--- src/rtl/pipe_fetch_stage_if.sv ---
// Instruction-memory bus between the fetch stage and its instruction memory.
// The fetch side drives the address; memory returns the word and its ready flag.
interface pipe_fetch_stage_if;
  logic [31:0] imem_addr;
  logic        imem_ready;
  logic [31:0] imem_inst;

  modport master (
    output imem_addr,
    input  imem_ready,
    input  imem_inst
  );

  modport slave (
    input  imem_addr,
    output imem_ready,
    output imem_inst
  );
endinterface

--- src/rtl/pipe_fetch_stage.sv ---
// IF stage with IF/ID register for the five-stage MIPS core.
// A pending-redirect register keeps a branch target alive across fetch wait states.
module pipe_fetch_stage #(
  parameter logic [31:0] RESET_PC = 32'h0000_0000,
  parameter logic [31:0] NOP_INST = 32'h0000_0000
) (
  input  logic                      clock,
  input  logic                      resetn,
  input  logic [1:0]                pcsource,
  input  logic [31:0]               bpc,
  input  logic [31:0]               rpc,
  input  logic [31:0]               jpc,
  input  logic                      wpcir,
  pipe_fetch_stage_if.master        imem,
  output logic [31:0]               pc,
  output logic [31:0]               dpc4,
  output logic [31:0]               inst,
  output logic                      pend
);

  logic [31:0] r_pc;
  logic [31:0] r_dpc4;
  logic [31:0] r_inst;
  logic        r_pend;
  logic [31:0] r_pend_pc;

  logic [31:0] w_pc4;
  logic [31:0] w_sel;

  assign w_pc4 = r_pc + 32'd4;

  always_comb begin
    w_sel = w_pc4;
    unique case (pcsource)
      2'b00: w_sel = w_pc4;
      2'b01: w_sel = bpc;
      2'b10: w_sel = rpc;
      2'b11: w_sel = jpc;
    endcase
  end

  always_ff @(posedge clock or negedge resetn) begin
    if (!resetn) begin
      r_pc      <= RESET_PC;
      r_dpc4    <= 32'd0;
      r_inst    <= NOP_INST;
      r_pend    <= 1'b0;
      r_pend_pc <= 32'd0;
    end else if (wpcir) begin
      r_dpc4 <= w_pc4;
      if (imem.imem_ready) begin
        r_pc   <= r_pend ? r_pend_pc : w_sel;
        r_pend <= 1'b0;
        r_inst <= imem.imem_inst;
      end else begin
        r_inst <= NOP_INST;
        // Delay slot not yet fetched: park the redirect until it completes.
        if (!r_pend && pcsource != 2'b00) begin
          r_pend    <= 1'b1;
          r_pend_pc <= w_sel;
        end
      end
    end
  end

  assign imem.imem_addr = r_pc;
  assign pc             = r_pc;
  assign dpc4           = r_dpc4;
  assign inst           = r_inst;
  assign pend           = r_pend;

endmodule

--- src/flat_wrapper.sv ---
// flat-port wrapper written by rule: the top's interface ports become plain ports
module pipe_fetch_stage_flat 
#(
  parameter logic [31:0] RESET_PC = 32'h0000_0000,
  parameter logic [31:0] NOP_INST = 32'h0000_0000
)
  (clock, resetn, pcsource, bpc, rpc, jpc, wpcir, pc, dpc4, inst, pend, imem_imem_addr, imem_imem_ready, imem_imem_inst);
  pipe_fetch_stage_if imem_i ();
  input  logic clock;
  input  logic resetn;
  input  logic [1:0] pcsource;
  input  logic [31:0] bpc;
  input  logic [31:0] rpc;
  input  logic [31:0] jpc;
  input  logic wpcir;
  output logic [31:0] pc;
  output logic [31:0] dpc4;
  output logic [31:0] inst;
  output logic pend;
  output wire logic [$bits(imem_i.imem_addr)-1:0] imem_imem_addr;
  input wire logic [$bits(imem_i.imem_ready)-1:0] imem_imem_ready;
  input wire logic [$bits(imem_i.imem_inst)-1:0] imem_imem_inst;
  assign imem_imem_addr = imem_i.imem_addr;
  assign imem_i.imem_ready = imem_imem_ready;
  assign imem_i.imem_inst = imem_imem_inst;
  pipe_fetch_stage #(.RESET_PC(RESET_PC), .NOP_INST(NOP_INST)) u_core (.clock(clock), .resetn(resetn), .pcsource(pcsource), .bpc(bpc), .rpc(rpc), .jpc(jpc), .wpcir(wpcir), .imem(imem_i), .pc(pc), .dpc4(dpc4), .inst(inst), .pend(pend));
endmodule
--- config.mk ---
export PLATFORM = sky130hd
export DESIGN_NAME = pipe_fetch_stage_flat
export DESIGN_NICKNAME = d
export VERILOG_FILES = /design/src/rtl/pipe_fetch_stage_if.sv /design/src/rtl/pipe_fetch_stage.sv /design/src/flat_wrapper.sv
export SDC_FILE = /design/constraint.sdc
export NUM_CORES = 1
export LEC_CHECK = 0
export CAP_MARGIN = 40
export CORE_MARGIN = 2
export CORE_UTILIZATION = 48
export DETAILED_ROUTE_END_ITERATION = 12
export DONT_BUFFER_PORTS = 1
export HOLD_SLACK_MARGIN = 0.08
export PLACE_DENSITY_LB_ADDON = 0.05
export SYNTH_ARGS = -nofsm -noshare
export SYNTH_HDL_FRONTEND = slang
export SYNTH_SLANG_ARGS = --single-unit
--- constraint.sdc ---
create_clock -name clock -period 2.9 [get_ports clock]
set_clock_uncertainty 0.1 [all_clocks]
set_input_delay 0.58 -clock clock [delete_from_list [all_inputs] [get_ports clock]]
set_output_delay 0.58 -clock clock [all_outputs]
set_load 0.01 [all_outputs]
; After elaboration in Yosys (flattened, before gate mapping)
; Index checks and enable logic that the tools add are counted.
; Widths: inputs -> output; s select.
[op_classes]
n_bitwise = 1
n_eq_ne = 3
n_mux = 5
addsub = 1
reduce_logical = 8
[op_table]
columns = cell, count
row1 = $pmux 32 s4, 1
row2 = $mux 32, 2
row3 = $add 32x3->32 const B, 1
row4 = $eq 2x2->1 const B, 2
row5 = $reduce_and 2->1, 2
row6 = $reduce_bool 2->1, 2
row7 = $reduce_and 3->1, 1
row8 = $eq 2x1->1 const B, 1
row9 = $logic_not 2->1, 1
row10 = $mux 1, 2
row11 = $logic_and 1x1->1, 1
row12 = $logic_not 1->1, 1
row13 = $not 1->1, 1
[word_totals]
elab_cells = 23
inputBits = 134
out_inout_bits = 129
reg_bits = 129

; Longest topological paths before layout
; Gate-level depths: netlist (run 1).
[depth]
ltp_word = 4
ltp_mapped = 8
mapped_depth_nobuf = 6

; Worst setup path after synthesis (run 1)
; No wires, ideal clock.
[synth_timing]
kind = input port to flip-flop
from = in pcsource[1]
to = reg u_core.r_pc[27] (netlist: u_core.imem.imem_addr[27])
n_path_buf = 3
required_time_ps = 2680
setup_slack_ps = 612
setup_ps = 120
cell_stages = 5
arrival_ps = 2068
path_cell_list = clkbuf_1 > buf_1 > buf_2 > mux4_2 > a31o_2
[synth_between]
elab_chain_len = 3
elab_cells_between_ends = 6
cone_classes = 3 x eq/ne / 2 x mux / 1 x reduce/logical
[synth_rtl]
columns = item, line_no
row1 = "start, declared", flat_wrapper.sv:11  ; input logic [1:0] pcsource;
row2 = $eq 2x2->1 (tied with other cells), pipe_fetch_stage.sv:34  ; unique case (pcsource)
row3 = $pmux 32 s4 (*), pipe_fetch_stage.sv:34
row4 = $mux 32 (*), pipe_fetch_stage.sv:52  ; r_pc <= r_pend ? r_pend_pc : w_sel;
row5 = "end signal, assigned", pipe_fetch_stage.sv:52
row6 = "end, declared", pipe_fetch_stage.sv:21  ; logic [31:0] r_pc;
; Every way passes the cells marked *; elsewhere a longest branch is shown, timed or not.
; A chain may end at the register's enable or synchronous reset.

; Worst setup path in the final report (run 1)
[layout_timing]
from = reg u_core.r_pc[12] (netlist: u_core.imem.imem_addr[12])
to = reg u_core.r_pc[25] (netlist: u_core.imem.imem_addr[25])
[layout_between]
elab_chain_len = 3
[layout_rtl]
columns = item, line_no
row1 = $add 32x3->32, pipe_fetch_stage.sv:30  ; assign w_pc4 = r_pc + 32'd4;
row2 = $pmux 32 s4, pipe_fetch_stage.sv:34
row3 = $mux 32, pipe_fetch_stage.sv:52
; No other way between the ends.

==> results.md, run 1 <==
- Number of instances resized during post-cts repair: 0
- Final hold slack: -0.237 ns
- PwrDens: 790 nW/um2
- Syn_nets: 902
- Clock sink count: 129
- Worst Hold Class: in2async
- Slew @ Worst Pin: 0.840 ns
- Fin crit period: 2.51 ns
- Worst Setup Start Kind: register
- Area Overhead vs Synth: 7.64%
- Post-synthesis sequential area ratio: 46.2%
- TritonCTS Buffers: 17
- Via count: 5434
- RSZ-0062 raised after global routing: no
- Number of global-route vias before repair: 5424
- Max-slew headroom: 44.0%
- Layout cells sized above 1: 12.5%
- Nets@finish: 850
- Highest-delay cell along the critical path: or4_1
- Asr flop ratio synth: 100%
- Final Hold Vio Count: 129
- Final wirelength: 19700 um
- CP Data Required Time: 3.08 ns
- Largest net degree at the start of global routing: 130
- Synth area leaders: dfrtp_1 46%, o21ai_0 6.2%, nand2_1 4.9%
- Pins Over Slew Limit: 0
- Synth warnings: 0
- Synth area leader: dfrtp_1
- Post-CTS setup buffers: 0
- Layout Cells excl Fill: 911
- Initial antenna violation count: 0
- DRT Pass-1 Iters: 5
- Fmax: 0.399 GHz
- Violated checks: hold timing
- Period utilization: 86.5%
- Syn_area_per_cell: 9.12 um2
- Clock latency on the worst-skew pair: 0.41 ns
- DRT iter0 DRCs: 249
- Outcome: complete, but fails checks
- Ports: 263
- Avg Vias per Cell: 5.96
- Gate Count Post-Synth: 767
- Pwr Total: 5.94 mW
- CORE AREA: 14400 um2
- Total track usage: 25.4%
- Synth top cells by count: 129 x dfrtp_1, 91 x nand2_1, 87 x o21ai_0, 50 x nand3_1
- CTS H-tree lvls: 4
- Critical Path Fanout Max: 8
- Clk buf depth: 2
- Antenna cell count: 0
- Fill cells: 1310
- Die area: 15600 um2
- CTS tree: yes
- Cell Rows: 44
- Top FF cell, synth: dfrtp_1
- Clock-pin slew on the worst setup and hold paths: 0.05 ns
- WS Path Type: reg2reg
- Die width: 125 um
- Die Y: 125 um
- Final Setup Violations: 0
- Residual DRC: 0
- Top-count cell post-synth: dfrtp_1
- Worst setup EP type: register
- Peak VDD IR: 409 uV
- Number of max-cap violations: 0
- Global-route wire length before repair: 30900 um
- Max incr delay on CP: 0.70 ns
- Initial core utilization: 48.7%
- CTS root buf: clkbuf_16
- Setup TNS: 0 ns
- Critical path data arrival time: 2.69 ns
- Number of synthesized flops with an enable pin: 0
- Global route overflow: 0
- Drt wl/cell: 21.7 um
- Post-route ant nets: 0
- CP top delay family: simple AND/OR/NAND/NOR gates
- Mapped Area: 6990 um2
- Cells after DPL: 880
- Post-synth cell types: 49
- Critical path, cell by cell: nand3_2 -> or4_1 -> o311a_1 -> nor4_1 -> o21ai_1
- # port buffers: 0
- Yosys top cell area share: 46.2%
- Worst path bufs/invs: 0
- RePlAce Congestion: 0.826
- DP HPWL: 13300 um
- Pleak: 3.30 nW
- Post-synthesis register bit count: 129
[through the flow]
| stage | worst slack, ns | instance area [um2] | util, % |
|---|---|---|---|
| 2_1_floorplan | 0.612 | 6990 | - |
| 6_report | 0.393 | 7530 | 52.4 |
| 3_5_place_dp | 0.421 | 6930 | 48.2 |
| 4_1_cts | 0.406 | 7530 | 52.4 |
| 3_3_place_gp | 0.437 | 6930 | 48.2 |
| 5_1_grt | 0.222 | 7530 | 52.4 |
[worst register-to-register path, delay by kind of cell, from the launching register on]
family | cells | cell delay, ns
AOI/OAI and AO/OA | 2 | 0.50
DFF | 1 | 0.55
and+or+nand+nor | 3 | 1.23
[final timing paths]
kind | slack [ns] | start | cells after the start | to
max in group asynchronous | 2.78 | resetn | 0 | u_core.dpc4[19]
setup / recovery | 0.39 | u_core.imem.imem_addr[12] | 5 | u_core.imem.imem_addr[25]
hold / removal | -0.24 | resetn | 0 | u_core.inst[30]
hold reg to reg | 0.37 | u_core.r_pend_pc[4] | 2 | u_core.r_pend_pc[4]
setup reg to reg | 0.39 | u_core.imem.imem_addr[12] | 5 | u_core.imem.imem_addr[25]
min in group clock | 0.16 | wpcir | 1 | u_core.dpc4[17]
[logic make-up after synthesis]
family / share of synthesized area, %
simple gates: 17.2
xor+xnor: 3.26
flops: 46.2
buf+inv: 9.14
fa+ha+maj: 0.179
mux: 10.1
compound gates: 14.1
[registers in the layout, summed over array words and instances (netlist names)]
signal and flops:
u_core.dpc4 32, u_core.imem.imem_addr 32, u_core.inst 32, u_core.r_pend_pc 32, u_core.pend 1
[layout by cell type (no fill, tap or decap), types with 2 or more instances in the layout]
cell,n
o21ai_0,87
nand2b_1,2
and2_1,6
nor2_1,35
a221oi_1,2
mux2_2,24
nand2_1,91
nor3b_1,2
nand4_1,11
nor4_1,8
nand3b_1,2
and3_1,15
o221ai_1,9
clkbuf_16,17
a2bb2oi_1,2
clkbuf_8,7
a21oi_1,44
clkinv_2,2
a31oi_1,12
mux4_2,9
nor3_1,8
nor4_2,2
nand3_1,49
o2bb2ai_1,3
buf_4,22
and4_1,2
xor2_1,18
or3_1,8
bufinv_16,2
a22oi_1,5
clkbuf_1,3
xnor2_1,8
inv_1,40
dfrtp_1,129
nand3_2,2
mux2i_1,23
[report_power, final]
group	internal, mW	leakage, nW	switching, mW	total, mW
Sequential	2.19	1.58	0.586	2.78
Combinational	0.451	1.42	0.551	1.00
Clock	1.42	0.299	0.747	2.17
[layout make-up]
class | count | area, um2 | share of cell area [%]
Clock buffer | 27 | 533 | 7.08
Clock inverter | 4 | 70.1 | 0.931
Inverter | 40 | 150 | 1.99
Multi-Input combinational cell | 504 | 3130 | 41.6
Sequential cell | 129 | 3230 | 42.9
Tap cell | 184 | 230 | 3.06
Timing Repair Buffer | 23 | 185 | 2.46
[per-layer routing]
metal,global-route usage (%),up-vias,share of wire [%]
li1,-,2535,-
met1,33.2,2640,42
met2,40.3,236,48
met3,7.56,23,8.3
met4,8.66,0,1.6
met5,0,-,0
Power figures use the tool's default switching activity.
==> run 2: changes to the inputs <==
--- a/config.mk
+++ b/config.mk
@@ -8,6 +8,7 @@
 export CAP_MARGIN = 40
 export CORE_MARGIN = 2
 export CORE_UTILIZATION = 48
+export CTS_BUF_LIST = sky130_fd_sc_hd__clkbuf_4 sky130_fd_sc_hd__clkbuf_8
 export DETAILED_ROUTE_END_ITERATION = 12
 export DONT_BUFFER_PORTS = 1
 export HOLD_SLACK_MARGIN = 0.08
==> run 2 against run 1 <==
- the flow still finishes with violations (hold timing)
- largest cell class unchanged
- critical endpoint unchanged
- total power down 9.0%
- critical path type unchanged
- combinational power about the same
- clock power down 24%
- clock-buffer cell count unchanged
- worst setup slack better by 0.0089 ns
- register-to-register slack about the same
- critical path depth unchanged
- design area down 2.4%
==> results.md, run 2 (synthesis results as in run 1) <==
- Outcome: complete, but fails checks
- Violated checks: hold timing
- Number of max-cap violations: 0
- Layout cells sized above 1: 12.9%
- PwrDens: 736 nW/um2
- Post-CTS setup buffers: 0
- Clk buf depth: 2
- DRT iter0 DRCs: 312
- Worst Hold Class: in2async
- CTS H-tree lvls: 4
- Clock latency on the worst-skew pair: 0.45 ns
- DP HPWL: 13300 um
- Initial core utilization: 48.7%
- Final hold slack: -0.275 ns
- Peak VDD IR: 314 uV
- Cell Rows: 44
- Final Util: 51.1%
- Initial antenna violation count: 0
- Final Setup Violations: 0
- Fmax: 0.400 GHz
- Clock-pin slew on the worst setup and hold paths: 0.07 ns
- CORE AREA: 14400 um2
- DRT Pass-1 Iters: 5
- Residual DRC: 0
- Design Area, Final: 7350 um2
- Final Hold Vio Count: 129
- Avg Vias per Cell: 5.99
- Dpl cell area: 6930 um2
- Critical path, cell by cell: nand3_2 -> or4_1 -> o311a_1 -> nor4_1 -> o21ai_1
- Worst setup EP type: register
- Clock share of power: 30.3%
- Clock sink count: 129
- CP Data Required Time: 3.12 ns
- Global-route wire length before repair: 30900 um
- Number of instances resized during post-cts repair: 0
- Max-slew headroom: 43.5%
- Antenna cell count: 0
- Largest net degree at the start of global routing: 130
- RePlAce Congestion: 0.826
- Post-route ant nets: 0
- Switching power total: 1.83 mW
- Period utilization: 86.2%
- WS Path Type: reg2reg
- RSZ-0062 raised after global routing: no
- Fin crit period: 2.50 ns
- Setup TNS: 0 ns
- Commonest non-fill, non-tap cell in the layout: dfrtp_1
- Die area: 15600 um2
- Critical path data arrival time: 2.72 ns
- Die Y: 125 um
- Critical Path Fanout Max: 8
- Worst Setup Start Kind: register
- TritonCTS Buffers: 17
- Reg power frac: 51.2%
- Pins Over Slew Limit: 0
- Area Overhead vs Synth: 5.06%
- Global route overflow: 0
- Max incr delay on CP: 0.69 ns
- Number of global-route vias before repair: 5409
- Final wirelength: 19700 um
- Die width: 125 um
- # port buffers: 0
- Internal Power: 3.59 mW
- Drt wl/cell: 21.6 um
- CTS tree: yes
- Via count: 5458
- Ports: 263
- Net Sw Frac: 33.7%
- Gate power share: 18.5%
- Commonest cells after routing, fill and taps aside: 129 x dfrtp_1, 91 x nand2_1, 87 x o21ai_0
- Total track usage: 25.4%
- Pleak: 3.23 nW
- Highest-delay cell along the critical path: or4_1
- Slew @ Worst Pin: 0.847 ns
- Nets@finish: 850
- CTS root buf: clkbuf_8
[run 2: final cells by class]
type                       count  area [um2]
inverter                      40         150
fill                        1332        7020
tap                          184         230
clock inverter                 4        70.1
timing repair buffer          23         185
multi-input combinational    504        3130
sequential                   129        3230
clock buffer                  27         353
[run 2: power by group through the flow]
stage | logic, mW | clock network, mW | registers (mW)
final | 1.00 | 1.64 | 2.77
after global routing | 1.13 | 1.75 | 2.83
after CTS | 1.01 | 1.67 | 2.77
after detailed placement | 1.00 | 0 | 2.81
after global placement | 0.986 | 0 | 2.80
after floorplan | 1.00 | 0 | 2.61
[run 2: per-stage QoR]
step | power, mW | worst slack, ns | instances
after global routing | 5.72 | 0.229 | 911
after detailed placement | 3.81 | 0.421 | 880
final | 5.41 | 0.402 | 911
after global placement | 3.78 | 0.437 | 880
after floorplan | 3.61 | 0.612 | 767
after CTS | 5.45 | 0.406 | 911
[run 2: worst paths after layout]
kind                                                start                         to  slack (ns)  cells past startpoint
worst max register to register  u_core.imem.imem_addr[12]  u_core.imem.imem_addr[25]        0.40                      5
min in group clock                                  wpcir            u_core.dpc4[17]        0.13                      1
worst min-delay path                               resetn             u_core.inst[8]       -0.28                      0
worst min register to register       u_core.r_pend_pc[12]       u_core.r_pend_pc[12]        0.37                      2
worst max-delay path            u_core.imem.imem_addr[12]  u_core.imem.imem_addr[25]        0.40                      5
max in group asynchronous                          resetn            u_core.dpc4[16]        2.80                      0
[run 2: worst max-delay path: cells and delay by family, from the launching register on]
family / cells / cell delay [ns]
DFF: 1 / 0.56
AOI/OAI and AO/OA: 2 / 0.50
and+or+nand+nor: 3 / 1.21
[run 2: metal layers]
metal  vias up  part of all wire [%]  track usage [%]
met2       242                    47             39.8
li1       2535                     -                -
met4         0                   2.4             9.98
met5         -                     0                0
met1      2651                    42             33.1
met3        30                   8.5             7.90
==> run 3: changes to the inputs <==
--- a/config.mk
+++ b/config.mk
@@ -5,12 +5,14 @@
 export SDC_FILE = /design/constraint.sdc
 export NUM_CORES = 1
 export LEC_CHECK = 0
+export ABC_AREA = 1
 export CAP_MARGIN = 40
 export CORE_MARGIN = 2
 export CORE_UTILIZATION = 48
 export CTS_BUF_LIST = sky130_fd_sc_hd__clkbuf_4 sky130_fd_sc_hd__clkbuf_8
 export DETAILED_ROUTE_END_ITERATION = 12
 export DONT_BUFFER_PORTS = 1
+export GPL_TIMING_DRIVEN = 0
 export HOLD_SLACK_MARGIN = 0.08
 export PLACE_DENSITY_LB_ADDON = 0.05
 export SYNTH_ARGS = -nofsm -noshare
==> run 3 against run 2 <==
- the flow still finishes with violations (hold timing)
- worst hold slack worse by 0.0073 ns
- sequential share of layout area decreased by 1.8 points
- clock-buffer cell count shrank 10
- critical endpoint is now u_core.imem.imem_addr[16]
- first-iteration DRC count increased by 63%
- highest routed layer unchanged
- synthesized cell count grew 19%
- global-route usage grew 3.2 points
- utilization rose by 1.8 points
- largest power group unchanged
- cell count rose by 24%
- sequential power is 4% lower
==> results.md, run 3 <==
- Number of global-route vias before repair: 5886
- Design Area, Final: 7670 um2
- DRT Pass-1 Iters: 5
- Antenna cell count: 0
- Mapped Area: 7070 um2
- Highest-delay cell along the critical path: dfrtp_1
- Peak VDD IR: 246 uV
- TritonCTS Buffers: 17
- Final Setup Violations: 0
- Global-route wire length before repair: 34500 um
- Residual DRC: 0
- Outcome: complete, but fails checks
- Violated checks: hold timing
- Layout Cells excl Fill: 1130
- Synth area leaders: dfrtp_1 46%, nand2_1 18%, a22o_1 4.8%
- CP top delay family: simple AND/OR/NAND/NOR gates
- Total track usage: 28.7%
- Initial antenna violation count: 0
- Die Y: 125 um
- Fill cells: 1441
- Flop2flop setup slack: 0.70 ns
- Post-synthesis sequential area ratio: 45.7%
- Post-CTS setup buffers: 0
- Fmax: 0.454 GHz
- Layout cells sized above 1: 13.8%
- Final Hold Vio Count: 129
- Global route overflow: 0
- Area Overhead vs Synth: 8.49%
- Number of instances resized during post-cts repair: 0
- Yosys top cell area share: 45.7%
- Die width: 125 um
- CORE AREA: 14500 um2
- Syn_area_per_cell: 7.74 um2
- Avg Vias per Cell: 5.53
- Final hold slack: -0.282 ns
- Commonest cells after routing, fill and taps aside: 339 x nand2_1, 129 x dfrtp_1, 78 x nor2_1
- DRT iter0 DRCs: 510
- Pleak: 3.82 nW
- Pins Over Slew Limit: 0
- Number of max-cap violations: 0
- Cell Rows: 44
- Dpl cell area: 7300 um2
- Max-slew headroom: 53.4%
- Most frequent CP cell: nand2_1
- Worst Hold Class: in2async
- Syn_nets: 1049
- Post-synthesis register bit count: 129
- CTS tree: yes
- Critical path, cell by cell: ha_1 -> nand2_2 -> nor2_4 -> nand2_2 -> nor2_2 -> xor2_1 -> nand2_1 -> nand3_1 -> nand2_1 -> nand2_1
- Post-synth cell types: 36
- Setup TNS: 0 ns
- Critical path data arrival time: 2.48 ns
- Clock-pin slew on the worst setup and hold paths: 0.09 ns
- Ports: 263
- Setup ws final: 0.697 ns
- Critical Path Fanout Max: 6
- Final wirelength: 22300 um
- Synth top cells by count: 339 x nand2_1, 129 x dfrtp_1, 78 x nor2_1, 56 x nand3_1, 39 x a22o_1
- WS Path Type: reg2reg
- RSZ-0062 raised after global routing: no
- Worst path bufs/invs: 0
- Asr flop ratio synth: 100%
- DP HPWL: 17300 um
- Slew @ Worst Pin: 0.700 ns
- Initial core utilization: 48.8%
- Synth area leader: dfrtp_1
- Top-count cell post-synth: nand2_1
- Clk buf depth: 2
- Clock sink count: 129
- RePlAce Congestion: 0.861
- CP Data Required Time: 3.18 ns
- Via count: 6250
- Period utilization: 76.0%
- Gate Count Post-Synth: 914
- Drt wl/cell: 19.8 um
- Clock latency on the worst-skew pair: 0.44 ns
- Cells after DPL: 1098
- CTS root buf: clkbuf_8
- Top FF cell, synth: dfrtp_1
- Reg2reg end: u_core.imem.imem_addr[16]
- Worst setup EP type: register
- Reg-to-reg startpoint: u_core.imem.imem_addr[2]
- Commonest non-fill, non-tap cell in the layout: nand2_1
- Post-route ant nets: 0
- Setup Slack @ Placement: 0.632 ns
- Max incr delay on CP: 0.50 ns
- CTS H-tree lvls: 4
- Final Util: 53.0%
- Largest net degree at the start of global routing: 130
- Worst Reg2Reg Path Length in Cells: 10
- Nets@finish: 1068
- PwrDens: 693 nW/um2
- Synth warnings: 0
- Number of synthesized flops with an enable pin: 0
- # port buffers: 0
- Pwr Total: 5.32 mW
- Die area: 15700 um2
- Worst Setup Start Kind: register
- Fin crit period: 2.20 ns
==> run 3: cell count changes after synthesis, moves of 10 or more <==
cell / before / now
a22o_1: 1 / 39
and3_1: 15 / 0
buf_2: 7 / 17
clkbuf_1: 44 / 23
mux2_2: 24 / 0
mux2i_1: 23 / 0
nand2_1: 91 / 339
nand2_2: 0 / 11
nor2_1: 35 / 78
nor2_2: 0 / 11
o21ai_0: 87 / 22
xor2_1: 18 / 7
==> run 3: layer usage <==
layer / track usage [%] / part of all wire, %
met5: 0 / 0
met4: 7.45 / 1.3
met3: 6.63 / 8.2
met2: 44.0 / 46
met1: 41.2 / 44
==> run 3: layout make-up <==
| class | instances | area, um2 | share of cell area [%] |
|---|---|---|---|
| Multi-Input combinational cell | 664 | 3220 | 42.0 |
| Buffer | 80 | 464 | 6.05 |
| Tap cell | 184 | 230 | 3.00 |
| Sequential cell | 129 | 3230 | 42.1 |
| Clock inverter | 15 | 136 | 1.78 |
| Clock buffer | 17 | 234 | 3.05 |
| Inverter | 41 | 154 | 2.01 |
==> run 3: worst max path at each step <==
stage,start,end,slack [ns],depth (start not counted)
floorplan,u_core.imem.imem_addr[3],u_core.imem.imem_addr[22],1.17,12
global placement,wpcir,u_core.imem.imem_addr[4],0.65,6
detailed placement,wpcir,u_core.imem.imem_addr[10],0.63,6
CTS,u_core.imem.imem_addr[2],u_core.imem.imem_addr[16],0.69,10
global route,u_core.imem.imem_addr[3],u_core.imem.imem_addr[16],0.53,10
finish,u_core.imem.imem_addr[2],u_core.imem.imem_addr[16],0.70,10
==> run 3: where the power goes <==
group / switching, mW / internal (mW)
Clock: 0.758 / 0.683
Combinational: 0.728 / 0.482
Sequential: 0.523 / 2.14
==> run 3: cell families after synthesis <==
group / Yosys count / synth area share [%]
XOR/XNOR: 14 / 2.16
buffers and inverters: 121 / 8.74
flip-flops: 129 / 45.7
AND/OR/NAND/NOR: 524 / 31.8
adder cells (fa/ha/maj): 1 / 0.177
AO/OA/AOI/OAI: 125 / 11.5
==> run 3: worst register-to-register path, delay by kind of cell (launching register included) <==
kind	cells	cell delay, ns
DFF	1	0.50
and+or+nand+nor	8	1.00
adders and majority gates	1	0.25
xor gates and xnor gates	1	0.30
